<file path="src/rtl/uart_meas_fmt_if.sv">
// uart_meas_fmt_if: byte handshake between the measurement formatter and
// uart_tx.
//   tx_send_o  - one-cycle send strobe (formatter -> uart_tx)
//   tx_data_o  - ASCII byte, valid while tx_send_o=1 (formatter -> uart_tx)
//   tx_ready_i - uart_tx can take a byte; drops the cycle after it samples a send
// The formatter uses the master modport and uart_tx uses the slave modport.
interface uart_meas_fmt_if;
  logic       tx_send_o;
  logic [7:0] tx_data_o;
  logic       tx_ready_i;

  modport master (output tx_send_o, output tx_data_o, input tx_ready_i);
  modport slave  (input tx_send_o, input tx_data_o, output tx_ready_i);
endinterface

</file>
<file path="src/rtl/uart_meas_fmt.sv">
// uart_meas_fmt: turns one unsigned sample into a fixed-width decimal ASCII
// line (leading zeros kept, MS digit first, then CR) and pushes it to uart_tx.
// The binary-to-BCD conversion is serial double dabble, one bit per cycle.
// Ports:
//   clk, rst_ni - system clock, asynchronous active-low reset
//   start_i     - format and send data_i; only taken while idle
//   data_i      - DATA_W-bit sample, captured when start_i is taken
//   busy_o      - a frame is converting or sending
//   done_o      - one-cycle pulse in the gap cycle after the last character
//   ovf_o       - sample did not fit in NDIG digits; held until the next start
//   tx          - uart_tx handshake (send strobe, byte, ready)
// Build option: define UART_MEAS_FMT_LF_EN to append LF after CR.
//
// state | meaning
// IDLE  | waiting for start_i
// CONV  | shift-add-3, one sample bit per cycle, DATA_W cycles
// SEND  | waiting for tx_ready_i, then strobe the current character
// GAP   | one idle cycle so uart_tx can drop ready; advance or finish
module uart_meas_fmt #(
  parameter int DATA_W = 12,
  parameter int NDIG   = 4
) (
  input  logic              clk,
  input  logic              rst_ni,
  input  logic              start_i,
  input  logic [DATA_W-1:0] data_i,
  output logic              busy_o,
  output logic              done_o,
  output logic              ovf_o,
  uart_meas_fmt_if.master   tx
);

`ifdef UART_MEAS_FMT_LF_EN
  localparam int NCHAR = NDIG + 2;
`else
  localparam int NCHAR = NDIG + 1;
`endif
  localparam int IDX_W = $clog2(NCHAR);
  localparam int CNT_W = $clog2(DATA_W + 1);
  localparam int BCD_W = 4 * NDIG;

  localparam logic [IDX_W-1:0] IDX_CR   = IDX_W'(NDIG);
  localparam logic [IDX_W-1:0] IDX_LAST = IDX_W'(NCHAR - 1);

  localparam logic [1:0] S_IDLE = 2'd0;
  localparam logic [1:0] S_CONV = 2'd1;
  localparam logic [1:0] S_SEND = 2'd2;
  localparam logic [1:0] S_GAP  = 2'd3;

  logic [1:0]        state;
  logic [DATA_W-1:0] bin_q;
  logic [BCD_W-1:0]  bcd_q;
  logic [BCD_W-1:0]  bcd_adj;
  logic [CNT_W-1:0]  cnt_q;
  logic [IDX_W-1:0]  idx_q;
  logic              ovf_q;
  logic [3:0]        nib;
  logic [7:0]        char_sel;

  // Add-3 correction so each nibble stays a valid decimal digit after the shift.
  always_comb begin
    bcd_adj = bcd_q;
    for (int k = 0; k < NDIG; k++) begin
      if (bcd_q[4*k +: 4] >= 4'd5) bcd_adj[4*k +: 4] = bcd_q[4*k +: 4] + 4'd3;
    end
  end

  // Character index 0 is the most significant digit.
  always_comb begin
    nib = 4'd0;
    for (int k = 0; k < NDIG; k++) begin
      if (idx_q == IDX_W'(k)) nib = bcd_q[4*(NDIG-1-k) +: 4];
    end
  end

  always_comb begin
    char_sel = 8'h0D;
    if (idx_q < IDX_CR) begin
      char_sel = ovf_q ? 8'h3F : {4'h3, nib};
    end
`ifdef UART_MEAS_FMT_LF_EN
    else if (idx_q == IDX_LAST) begin
      char_sel = 8'h0A;
    end
`endif
  end

  always_ff @(posedge clk or negedge rst_ni) begin
    if (!rst_ni) begin
      state <= S_IDLE;
      bin_q <= '0;
      bcd_q <= '0;
      cnt_q <= '0;
      idx_q <= '0;
      ovf_q <= 1'b0;
    end else begin
      case (state)
        S_IDLE: begin
          if (start_i) begin
            bin_q <= data_i;
            bcd_q <= '0;
            ovf_q <= 1'b0;
            cnt_q <= CNT_W'(DATA_W);
            state <= S_CONV;
          end
        end
        S_CONV: begin
          bcd_q <= {bcd_adj[BCD_W-2:0], bin_q[DATA_W-1]};
          bin_q <= bin_q << 1;
          // A carry out of the top digit means the sample needs more digits.
          if (bcd_adj[BCD_W-1]) ovf_q <= 1'b1;
          cnt_q <= cnt_q - CNT_W'(1);
          if (cnt_q == CNT_W'(1)) begin
            idx_q <= '0;
            state <= S_SEND;
          end
        end
        S_SEND: begin
          if (tx.tx_ready_i) state <= S_GAP;
        end
        S_GAP: begin
          if (idx_q == IDX_LAST) begin
            state <= S_IDLE;
          end else begin
            idx_q <= idx_q + IDX_W'(1);
            state <= S_SEND;
          end
        end
        default: state <= S_IDLE;
      endcase
    end
  end

  // Send is qualified by ready directly, so a strobe can never coincide
  // with ready low and the byte is presented in the same cycle.
  assign tx.tx_send_o = (state == S_SEND) && tx.tx_ready_i;
  assign tx.tx_data_o = tx.tx_send_o ? char_sel : 8'h00;
  assign busy_o       = (state != S_IDLE);
  assign done_o       = (state == S_GAP) && (idx_q == IDX_LAST);
  assign ovf_o        = ovf_q;

endmodule

</file>
<file path="src/flat_wrapper.sv">
// flat-port wrapper written by rule: the top's interface ports become plain ports
module uart_meas_fmt_flat 
#(
  parameter int DATA_W = 12,
  parameter int NDIG   = 4
)
  (clk, rst_ni, start_i, data_i, busy_o, done_o, ovf_o, tx_tx_send_o, tx_tx_data_o, tx_tx_ready_i);
  uart_meas_fmt_if tx_i ();
  input  logic clk;
  input  logic rst_ni;
  input  logic start_i;
  input  logic [DATA_W-1:0] data_i;
  output logic busy_o;
  output logic done_o;
  output logic ovf_o;
  output wire logic [$bits(tx_i.tx_send_o)-1:0] tx_tx_send_o;
  output wire logic [$bits(tx_i.tx_data_o)-1:0] tx_tx_data_o;
  input wire logic [$bits(tx_i.tx_ready_i)-1:0] tx_tx_ready_i;
  assign tx_tx_send_o = tx_i.tx_send_o;
  assign tx_tx_data_o = tx_i.tx_data_o;
  assign tx_i.tx_ready_i = tx_tx_ready_i;
  uart_meas_fmt #(.DATA_W(DATA_W), .NDIG(NDIG)) u_core (.clk(clk), .rst_ni(rst_ni), .start_i(start_i), .data_i(data_i), .busy_o(busy_o), .done_o(done_o), .ovf_o(ovf_o), .tx(tx_i));
endmodule
</file>
<file path="config.mk">
export PLATFORM = sky130hd
export DESIGN_NAME = uart_meas_fmt_flat
export DESIGN_NICKNAME = d
export VERILOG_FILES = /design/src/rtl/uart_meas_fmt_if.sv /design/src/rtl/uart_meas_fmt.sv /design/src/flat_wrapper.sv
export SDC_FILE = /design/constraint.sdc
export NUM_CORES = 1
export LEC_CHECK = 0
export CORE_ASPECT_RATIO = 0.6
export CORE_MARGIN = 3
export CORE_UTILIZATION = 55
export DETAILED_ROUTE_END_ITERATION = 10
export PLACE_DENSITY = 0.8
export SYNTH_ARGS = -nofsm -noshare
export SYNTH_HDL_FRONTEND = slang
export SYNTH_SLANG_ARGS = --single-unit
export TNS_END_PERCENT = 5
</file>
<file path="constraint.sdc">
create_clock -name clk -period 2.6 [get_ports clk]
set_input_delay 0.39 -clock clk [delete_from_list [all_inputs] [get_ports clk]]
set_output_delay 0.39 -clock clk [all_outputs]
set_load 0.01 [all_outputs]
</file>
==> results.sh, run 1 <==
export IMPL_hold_path_class="in -> async"
export IMPL_maxCapViolations=0
export IMPL_grt_antenna_before_repair=0
export IMPL_antenna_cells=0
export IMPL_setup_viol_count_final=0
export IMPL_seq_area_um2=950.9
export IMPL_min_period_ps=2363
export IMPL_reg2reg_from="u_core.state[1]"
export IMPL_multi_input_area_um2=1110
export IMPL_gp_congestion=0.8629
export IMPL_ir_worst_vdd_v=0.0007597
export IMPL_setup_tns_ps=0
export IMPL_rsz0062_at_grt="no"
export IMPL_drv_slew=0
export IMPL_cp_max_fo=6
export IMPL_fp_coreArea_um2=3744
export IMPL_drive_above_1_share_pct=6.137
export IMPL_drtIter0Drc=162
export IMPL_slowest_stage="clkdlybuf4s50_1"
export IMPL_hold_buffers=0
export IMPL_slew_headroom_pct=44.55
export IMPL_htree_levels=2
export IMPL_start_util_pct=58.49
export IMPL_gr_total_overflow=0
export IMPL_grt_pass1_wl_um=7762
export IMPL_cts_inserted_buffers=5
export IMPL_num_rows=17
export IMPL_p_leak_uw=0.001188
export IMPL_arrival_ps=1970
export IMPL_drtAntennaViolNets=0
export IMPL_track_usage_pct=21.80
export IMPL_synth_seq_cells=38
export IMPL_start_kind="flop"
export IMPL_place_area_um2=2490
export IMPL_cts_sinks=38
export IMPL_grt_max_degree=39
export IMPL_dr_pass1_iters=4
export IMPL_ctsResizeCount=1
export IMPL_die_area_um2=4799
export IMPL_startpoint="u_core.idx_q[0]"
export IMPL_port_buffers=25
export IMPL_first_global_vias=1643
export IMPL_cts_root_buffer="clkbuf_8"
export IMPL_cts_buffer_depth=2
export IMPL_hold_violations=0
export IMPL_insertion_delay_ps=290
export IMPL_final_area_um2=2643
export IMPL_post_route_period_util_pct=90.88
export IMPL_die_h_um=54.88
export IMPL_max_freq_ghz=0.4232
export IMPL_path_cells="inv_1 > ha_2 > nand2_1 > nor2_1 > clkdlybuf4s50_1"
export IMPL_postCtsSetupBuffers=0
export IMPL_drcViolationCount=0
export IMPL_syn_avg_cell_area_um2=8.724
export IMPL_drt_vias_per_instance=5.602
export IMPL_cts_tree="yes"
export IMPL_detail_route_wl_per_cell_um=14.47
export IMPL_syn_to_final_growth_pct=20.69
export IMPL_die_x_um=87.46
export IMPL_ys_seq_area_share_pct=43.43
export IMPL_required_ps=2210
export IMPL_routed_wirelength_um=4687
export IMPL_clk_pin_slew_ps=80
export IMPL_ys_types=30
export IMPL_worstMarginPinSlew_ps=831.7
export IMPL_skew_ps=4.076
export IMPL_crit_path_end_kind="output pin"
export IMPL_hpwl_um=3267
export IMPL_critPathKind="reg -> out"
export IMPL_max_stage_delay_ps=570
export IMPL_nets=307
export IMPL_yosysWarnings=0
export IMPL_netlist_area_um2=2190
export IMPL_outcome="complete, no violations"
export IMPL_synthCells=251
export IMPL_power_density_nw_per_um2=1123
export IMPL_nFillCells=295
export IMPL_io_pins=28
export IMPL_vias=1815
power by group:
part | switching [uW] | internal [uW]
logic | 731 | 585
registers | 216 | 832
clock network | 221 | 384
total | 1170 | 1800
per-layer routing:
metal / track usage [%] / wire length, um / up-vias
li1: - / - / 925
met1: 31.13 / 2345 / 847
met2: 32.63 / 2053 / 36
met3: 5.865 / 241 / 7
met4: 6.122 / 47 / 0
met5: 0 / 0 / -
cell type report:
| cell class | count | area share (%) |
|---|---|---|
| well taps | 47 | 2.225 |
| clock buffers | 5 | 2.604 |
| repair buffers | 30 | 12.03 |
| multi-input cells | 183 | 42.00 |
| flip-flops and latches | 38 | 35.98 |
| clock inverters | 3 | 2.604 |
| inverters | 18 | 2.557 |
critical path: cells and delay by family (launching register included):
family / cells / cell delay (ps)
and+or+nand+nor: 2 / 330
buffers and inverters: 2 / 700
adders and majority gates: 1 / 240
DFF: 1 / 420
metrics by stage:
stage          hold WS (ps)  setup slack, ps  total power [uW]  cells  util [%]
2_1_floorplan         94.41            848.6              1940    252         -
3_3_place_gp          464.0            313.4              2320    316     66.51
3_5_place_dp          474.1            238.3              2359    316     66.51
4_1_cts               219.6            31.09              2981    324     70.25
5_1_grt               258.6            104.9              3218    324     70.59
6_report              191.1            237.1              2969    324     70.59
state kept, by name, indices dropped and copies added, names as in the netlist:
register	flops
u_core.ovf_o	1
u_core.state	2
u_core.cnt_q	4
u_core.idx_q	3
u_core.bcd_q	16
u_core.bin_q	12
cells by family (layout without fill, tap and decap cells):
kind of cell	Yosys count	count (layout)	share of synthesized area (%)
buffers and inverters	31	56	6.286
AO/OA/AOI/OAI	74	74	21.94
flip-flops	38	38	43.43
AND/OR/NAND/NOR	86	86	17.20
XOR/XNOR	6	6	2.400
other	1	2	0.1713
adder cells (fa/ha/maj)	15	15	8.571
cell usage in the layout, fill, tap and decap left out:
cell type,count
buf_4,3
ha_2,1
nor2_1,23
clkinv_4,1
nor3b_1,2
conb_1,2
nand3_1,7
inv_1,18
a21boi_0,1
o21bai_1,1
a32o_1,4
nand3b_1,2
nand2_1,36
o32ai_1,2
buf_12,2
o21ai_0,18
nor3_1,6
xor2_1,2
a21oi_1,14
a31oi_1,14
a221o_1,4
o22ai_1,6
nand2b_1,9
dfrtp_1,38
a21oi_2,1
buf_2,1
o31ai_1,4
clkbuf_8,5
nor2_2,1
ha_1,14
dlymetal6s2s_1,4
xnor2_1,4
a2bb2oi_1,1
clkdlybuf4s50_1,20
a211o_1,1
a22o_1,3
bufinv_16,2
cell usage after synthesis:
cell type	instances	area share, %
dfrtp_1	38	43
nand2_1	36	6.2
nor2_1	24	4.1
inv_1	18	3.1
o21ai_0	18	4.1
ha_1	15	8.6
a21oi_1	14	3.2
a31oi_1	14	4.0
nand2b_1	9	2.6
buf_2	8	1.8
nand3_1	7	1.6
nor3_1	6	1.4
o22ai_1	6	1.7
a221o_1	4	1.8
a32o_1	4	1.8
o31ai_1	4	1.4
xnor2_1	4	1.6
a22o_1	3	1.2
buf_4	3	1.0
clkbuf_1	2	0.34
nand3b_1	2	0.69
nor3b_1	2	0.69
o32ai_1	2	0.80
xor2_1	2	0.80
a211o_1	1	0.40
a21boi_0	1	0.34
a21oi_2	1	0.40
a2bb2oi_1	1	0.40
conb_1	1	0.17
o21bai_1	1	0.34
worst paths after layout:
kind	endpoint	slack [ps]	cells past startpoint
min	u_core.bcd_q[10]	190	1
max in group asynchronous	u_core.state[0]	1890	1
min reg2reg	u_core.bcd_q[0]	490	2
min in group clk	u_core.bcd_q[0]	490	2
max reg2reg	u_core.bcd_q[6]	940	5
max	done_o	240	5
No activity file was read; power rests on OpenSTA's default activity.
==> run 2, diff against run 1 <==
Settings changed: CORE_UTILIZATION 55 to 54, PLACE_DENSITY 0.8 to default, PLACE_DENSITY_LB_ADDON from default to 0.12.
Clock period 2.6 ns to 2.72 ns, I/O delays scaled along.
==> run 2 against run 1 <==
  * Clock power down 2%
  * First-iteration DRC count down 33%
  * Global-route usage down 0.51 points
  * Power down 3.9%
  * Worst setup slack worse by 99 ps
  * Sequential power about the same
  * Via count up 2.0%
  * Combinational power down 6%
  * Clock-buffer cell count unchanged
  * Flip-flop and latch count unchanged
  * Largest cell class unchanged
  * Largest power group unchanged
==> results.sh, run 2 (synthesized netlist as in run 1, its figures left out) <==
export IMPL_drt_vias_per_instance=5.681
export IMPL_min_period_ps=2582
export IMPL_critPathKind="reg -> out"
export IMPL_final_cell_mix="dfrtp_1, nand2_1, nor2_1, clkdlybuf4s50_1"
export IMPL_setup_tns_ps=0
export IMPL_final_common_cell="dfrtp_1"
export IMPL_nets=309
export IMPL_drtIter0Drc=108
export IMPL_io_pins=28
export IMPL_routed_wirelength_um=4839
export IMPL_p_leak_uw=0.001135
export IMPL_syn_to_final_growth_pct=20.11
export IMPL_start_util_pct=57.83
export IMPL_die_x_um=88.21
export IMPL_fp_coreArea_um2=3786
export IMPL_track_usage_pct=21.29
export IMPL_grt_pass1_wl_um=8114
export IMPL_drive_above_1_share_pct=7.527
export IMPL_gp_congestion=0.8771
export IMPL_arrival_ps=2170
export IMPL_hold_buffers=0
export IMPL_clk_pin_slew_ps=80
export IMPL_cts_sinks=38
export IMPL_die_h_um=55.33
export IMPL_grt_max_degree=39
export IMPL_htree_levels=2
export IMPL_cts_tree="yes"
export IMPL_hold_violations=0
export IMPL_antenna_cells=0
export IMPL_drtAntennaViolNets=0
export IMPL_first_global_vias=1663
export IMPL_crit_path_end_kind="output pin"
export IMPL_nFillCells=313
export IMPL_total_power_uw=2854
export IMPL_skew_ps=3.371
export IMPL_start_kind="flop"
export IMPL_power_density_nw_per_um2=1085
export IMPL_num_rows=17
export IMPL_drcViolationCount=0
export IMPL_rr_worst_depth=5
export IMPL_cts_root_buffer="clkbuf_8"
export IMPL_dr_pass1_iters=4
export IMPL_hpwl_um=3356
export IMPL_cp_max_fo=5
export IMPL_detail_route_wl_per_cell_um=14.84
export IMPL_worstMarginPinSlew_ps=812.3
export IMPL_cts_inserted_buffers=5
export IMPL_required_ps=2310
export IMPL_vias=1852
export IMPL_grt_antenna_before_repair=0
export IMPL_outcome="complete, no violations"
export IMPL_cts_buffer_depth=2
export IMPL_hold_path_class="in -> async"
export IMPL_top_regs="u_core.bcd_q (16), u_core.bin_q (12), u_core.cnt_q (4)"
export IMPL_max_freq_ghz=0.3873
export IMPL_insertion_delay_ps=300
export IMPL_regMostFlops="u_core.bcd_q"
export IMPL_post_route_period_util_pct=94.93
export IMPL_drv_slew=0
export IMPL_largest_register_ffs=16
export IMPL_port_buffers=25
export IMPL_ir_worst_vdd_v=0.0006041
export IMPL_slew_headroom_pct=45.84
export IMPL_maxCapViolations=0
export IMPL_die_area_um2=4880
export IMPL_postCtsSetupBuffers=0
export IMPL_setup_viol_count_final=0
export IMPL_gr_total_overflow=0
==> run 2: changes by cell type in the layout (fill, tap and decap cells not counted) <==
cell and delta:
buf_4 +4, clkdlybuf4s50_1 +3, dlymetal6s2s_1 -3, buf_12 -2
ha_1 -2, ha_2 +2
==> run 2: layout make-up <==
class                           instances  area (um2)  area share (%)
Clock inverter                          3       68.82           2.617
Inverter                               18       67.56           2.569
Clock buffer                            5       68.82           2.617
Tap cell                               47       58.81           2.236
Timing Repair Buffer                   32       300.3           11.42
Multi-Input combinational cell        183        1115           42.39
Sequential cell                        38       950.9           36.16
==> run 2: critical path, stage by stage, from the launching register on <==
cell and delay [ps]:
dfrtp_1 440, ha_1 220, ha_1 230, nor2_2 160, nand3_1 100, a31oi_1 170
clkdlybuf4s50_1 560
==> run 2: metrics by stage <==
stage	utilization, %	hold WS [ps]	setup slack (ps)	instances	cell area, um2
3_5_place_dp	65.50	490.3	347.7	318	2480
4_1_cts	69.13	233.2	64.06	326	2618
2_1_floorplan	-	112.4	950.6	252	2193
6_report	69.46	191.8	138.0	326	2630
3_3_place_gp	65.50	480.0	395.7	318	2480
5_1_grt	69.46	261.1	-17.15	326	2630
==> run 2: routing by layer <==
layer	wire length (um)	track usage, %	vias up
li1	-	-	927
met4	70	7.112	0
met5	0	0	-
met1	2498	32.39	881
met2	2052	29.07	37
met3	218	5.365	7
==> run 2: timing repair <==
action / in CTS / in global routing
resized for setup: 0 / 5
hold endpoints to repair: 0 / 0
setup endpoints to repair: 0 / 4
==> run 2: worst paths after layout <==
check	startpoint	end	slack, ps
setup / recovery	u_core.idx_q[0]	tx_tx_data_o[0]	140
hold / removal	rst_ni	u_core.bin_q[6]	190
setup reg to reg	u_core.state[0]	u_core.bin_q[2]	830
hold reg to reg	u_core.bin_q[11]	u_core.bcd_q[0]	510
max in group asynchronous	rst_ni	u_core.ovf_o	2010
min in group clk	u_core.bin_q[11]	u_core.bcd_q[0]	510
==> run 2: power breakdown <==
part / internal (uW) / switching, uW
Clock: 368 / 225
Combinational: 552 / 684
Sequential: 795 / 231
Total: 1710 / 1140
==> run 3, diff against run 2 <==
Settings changed: CORE_MARGIN 3 to 4.
==> run 3 against run 2 <==
  * First-iteration DRC count fell by 21%
  * Hold slack improved by 21 ps
  * Power fell by 5.3%
==> results.sh, run 3 (synthesized netlist as in run 1, its figures left out) <==
export IMPL_dpl_worst_slack_ps=297.0
export IMPL_crit_path_end_kind="output pin"
export IMPL_p_leak_uw=0.001095
export IMPL_insertion_delay_ps=290
export IMPL_post_route_period_util_pct=96.56
export IMPL_skew_ps=5.087
export IMPL_grt_max_degree=39
export IMPL_fp_coreArea_um2=3786
export IMPL_nFillCells=317
export IMPL_syn_to_final_growth_pct=17.60
export IMPL_cts_tree="yes"
export IMPL_antenna_cells=0
export IMPL_arrival_ps=2220
export IMPL_top_regs="u_core.bcd_q (16), u_core.bin_q (12), u_core.cnt_q (4)"
export IMPL_gp_congestion=0.8438
export IMPL_regMostFlops="u_core.bcd_q"
export IMPL_nets=305
export IMPL_path_buf_inv=1
export IMPL_largest_register_ffs=16
export IMPL_drv_slew=0
export IMPL_outcome="complete, no violations"
export IMPL_slowest_stage="clkdlybuf4s50_1"
export IMPL_final_cell_mix="dfrtp_1, nand2_1, clkdlybuf4s50_1"
export IMPL_drt_vias_per_instance=5.547
export IMPL_path_cells="ha_1 > ha_1 > nor2_2 > nand3_1 > a31oi_1 > clkdlybuf4s50_1"
export IMPL_setup_viol_count_final=0
export IMPL_required_ps=2310
export IMPL_fin_hold_ws_ps=213.2
export IMPL_critPathKind="reg -> out"
export IMPL_finalWorstSetupSlack_ps=93.50
export IMPL_first_global_vias=1694
export IMPL_start_util_pct=57.83
export IMPL_drtAntennaViolNets=0
export IMPL_drtIter0Drc=85
export IMPL_drcViolationCount=0
export IMPL_hold_buffers=0
export IMPL_power_density_nw_per_um2=1049
export IMPL_worstMarginPinSlew_ps=825.7
export IMPL_grt_pass1_wl_um=8307
export IMPL_hold_path_class="in -> async"
export IMPL_io_pins=28
export IMPL_path_common_cell="ha_1"
export IMPL_detail_route_wl_per_cell_um=14.55
export IMPL_track_usage_pct=19.49
export IMPL_cts_inserted_buffers=5
export IMPL_vias=1786
export IMPL_rsz0062_at_grt="no"
export IMPL_cts_sinks=38
export IMPL_hpwl_um=3254
export IMPL_hold_violations=0
export IMPL_setup_tns_ps=0
export IMPL_cp_top_family="buffers and inverters"
export IMPL_num_rows=17
export IMPL_ir_worst_vdd_v=0.0006669
export IMPL_die_h_um=57.33
export IMPL_start_kind="flop"
export IMPL_cts_buffer_depth=2
export IMPL_clk_pin_slew_ps=80
export IMPL_routed_wirelength_um=4686
export IMPL_dr_pass1_iters=4
export IMPL_max_freq_ghz=0.3807
export IMPL_cts_root_buffer="clkbuf_8"
export IMPL_drive_above_1_share_pct=5.455
export IMPL_min_period_ps=2626
export IMPL_htree_levels=2
export IMPL_max_stage_delay_ps=570
export IMPL_maxCapViolations=0
export IMPL_gr_total_overflow=0
export IMPL_die_area_um2=5171
export IMPL_slew_headroom_pct=44.95
export IMPL_port_buffers=25
export IMPL_cp_max_fo=5
export IMPL_final_common_cell="dfrtp_1"
export IMPL_die_x_um=90.21
export IMPL_grt_antenna_before_repair=0
[run 3: cell count changes in the layout (fill, tap and decap cells not counted), sizes merged]
cell / change
buf: -4
bufinv: -1
clkdlybuf4s50: +1
clkinv: +1
dlymetal6s2s: -1
[run 3: worst register-to-register path, cell delays in order, from the launching register on]
cell and delay [ps]:
dfrtp_1 590, nand2b_1 190, buf_4 340, nor2_1 90, a221o_1 320
[run 3: power breakdown]
part / leakage, uW / internal (uW) / switching (uW)
Clock: 0.0000579 / 270 / 207
Combinational: 0.000564 / 532 / 651
Sequential: 0.000473 / 796 / 245
Total: 0.00110 / 1600 / 1100
[run 3: per-stage QoR]
step	cell area, um2	std cells	utilization [%]	power (uW)
floorplan	2193	252	-	1854
global placement	2462	314	65.04	2201
detailed placement	2462	314	65.04	2220
CTS	2571	322	67.91	2698
global route	2575	322	68.01	2957
finish	2575	322	68.01	2701
[run 3: repair_timing]
item | in CTS | in global routing
setup endpoints to repair | 0 | 4
gates resized for setup | 0 | 2
hold endpoints to repair | 0 | 0
buffers inserted | 0 | 0
[run 3: layer usage]
metal  global-route usage (%)  part of all wire (%)  vias up
met5                        0                     0        -
met4                    4.357                  0.96        0
li1                         -                     -      919
met2                    29.19                    43       34
met3                    4.084                   4.0        6
met1                    29.14                    52      827
[run 3: path summary, 6_finish.rpt]
check,end,slack (ps),from,depth (start not counted)
min in group clk,u_core.bcd_q[0],490,u_core.bin_q[11],2
max in group asynchronous,u_core.state[0],1940,rst_ni,1
max,tx_tx_data_o[3],90,u_core.idx_q[0],6
min reg2reg,u_core.bcd_q[0],490,u_core.bin_q[11],2
max reg2reg,u_core.bcd_q[14],1070,u_core.state[1],4
min,u_core.bin_q[6],210,rst_ni,1
[run 3: cell type report]
type                            count  area (um2)  area share [%]
Sequential cell                    38       952.2           36.98
Inverter                           18       67.56           2.624
Timing Repair Buffer               28       280.3           10.88
Clock inverter                      3       40.04           1.555
Tap cell                           47       58.81           2.284
Multi-Input combinational cell    183        1107           43.00
Clock buffer                        5       68.82           2.672
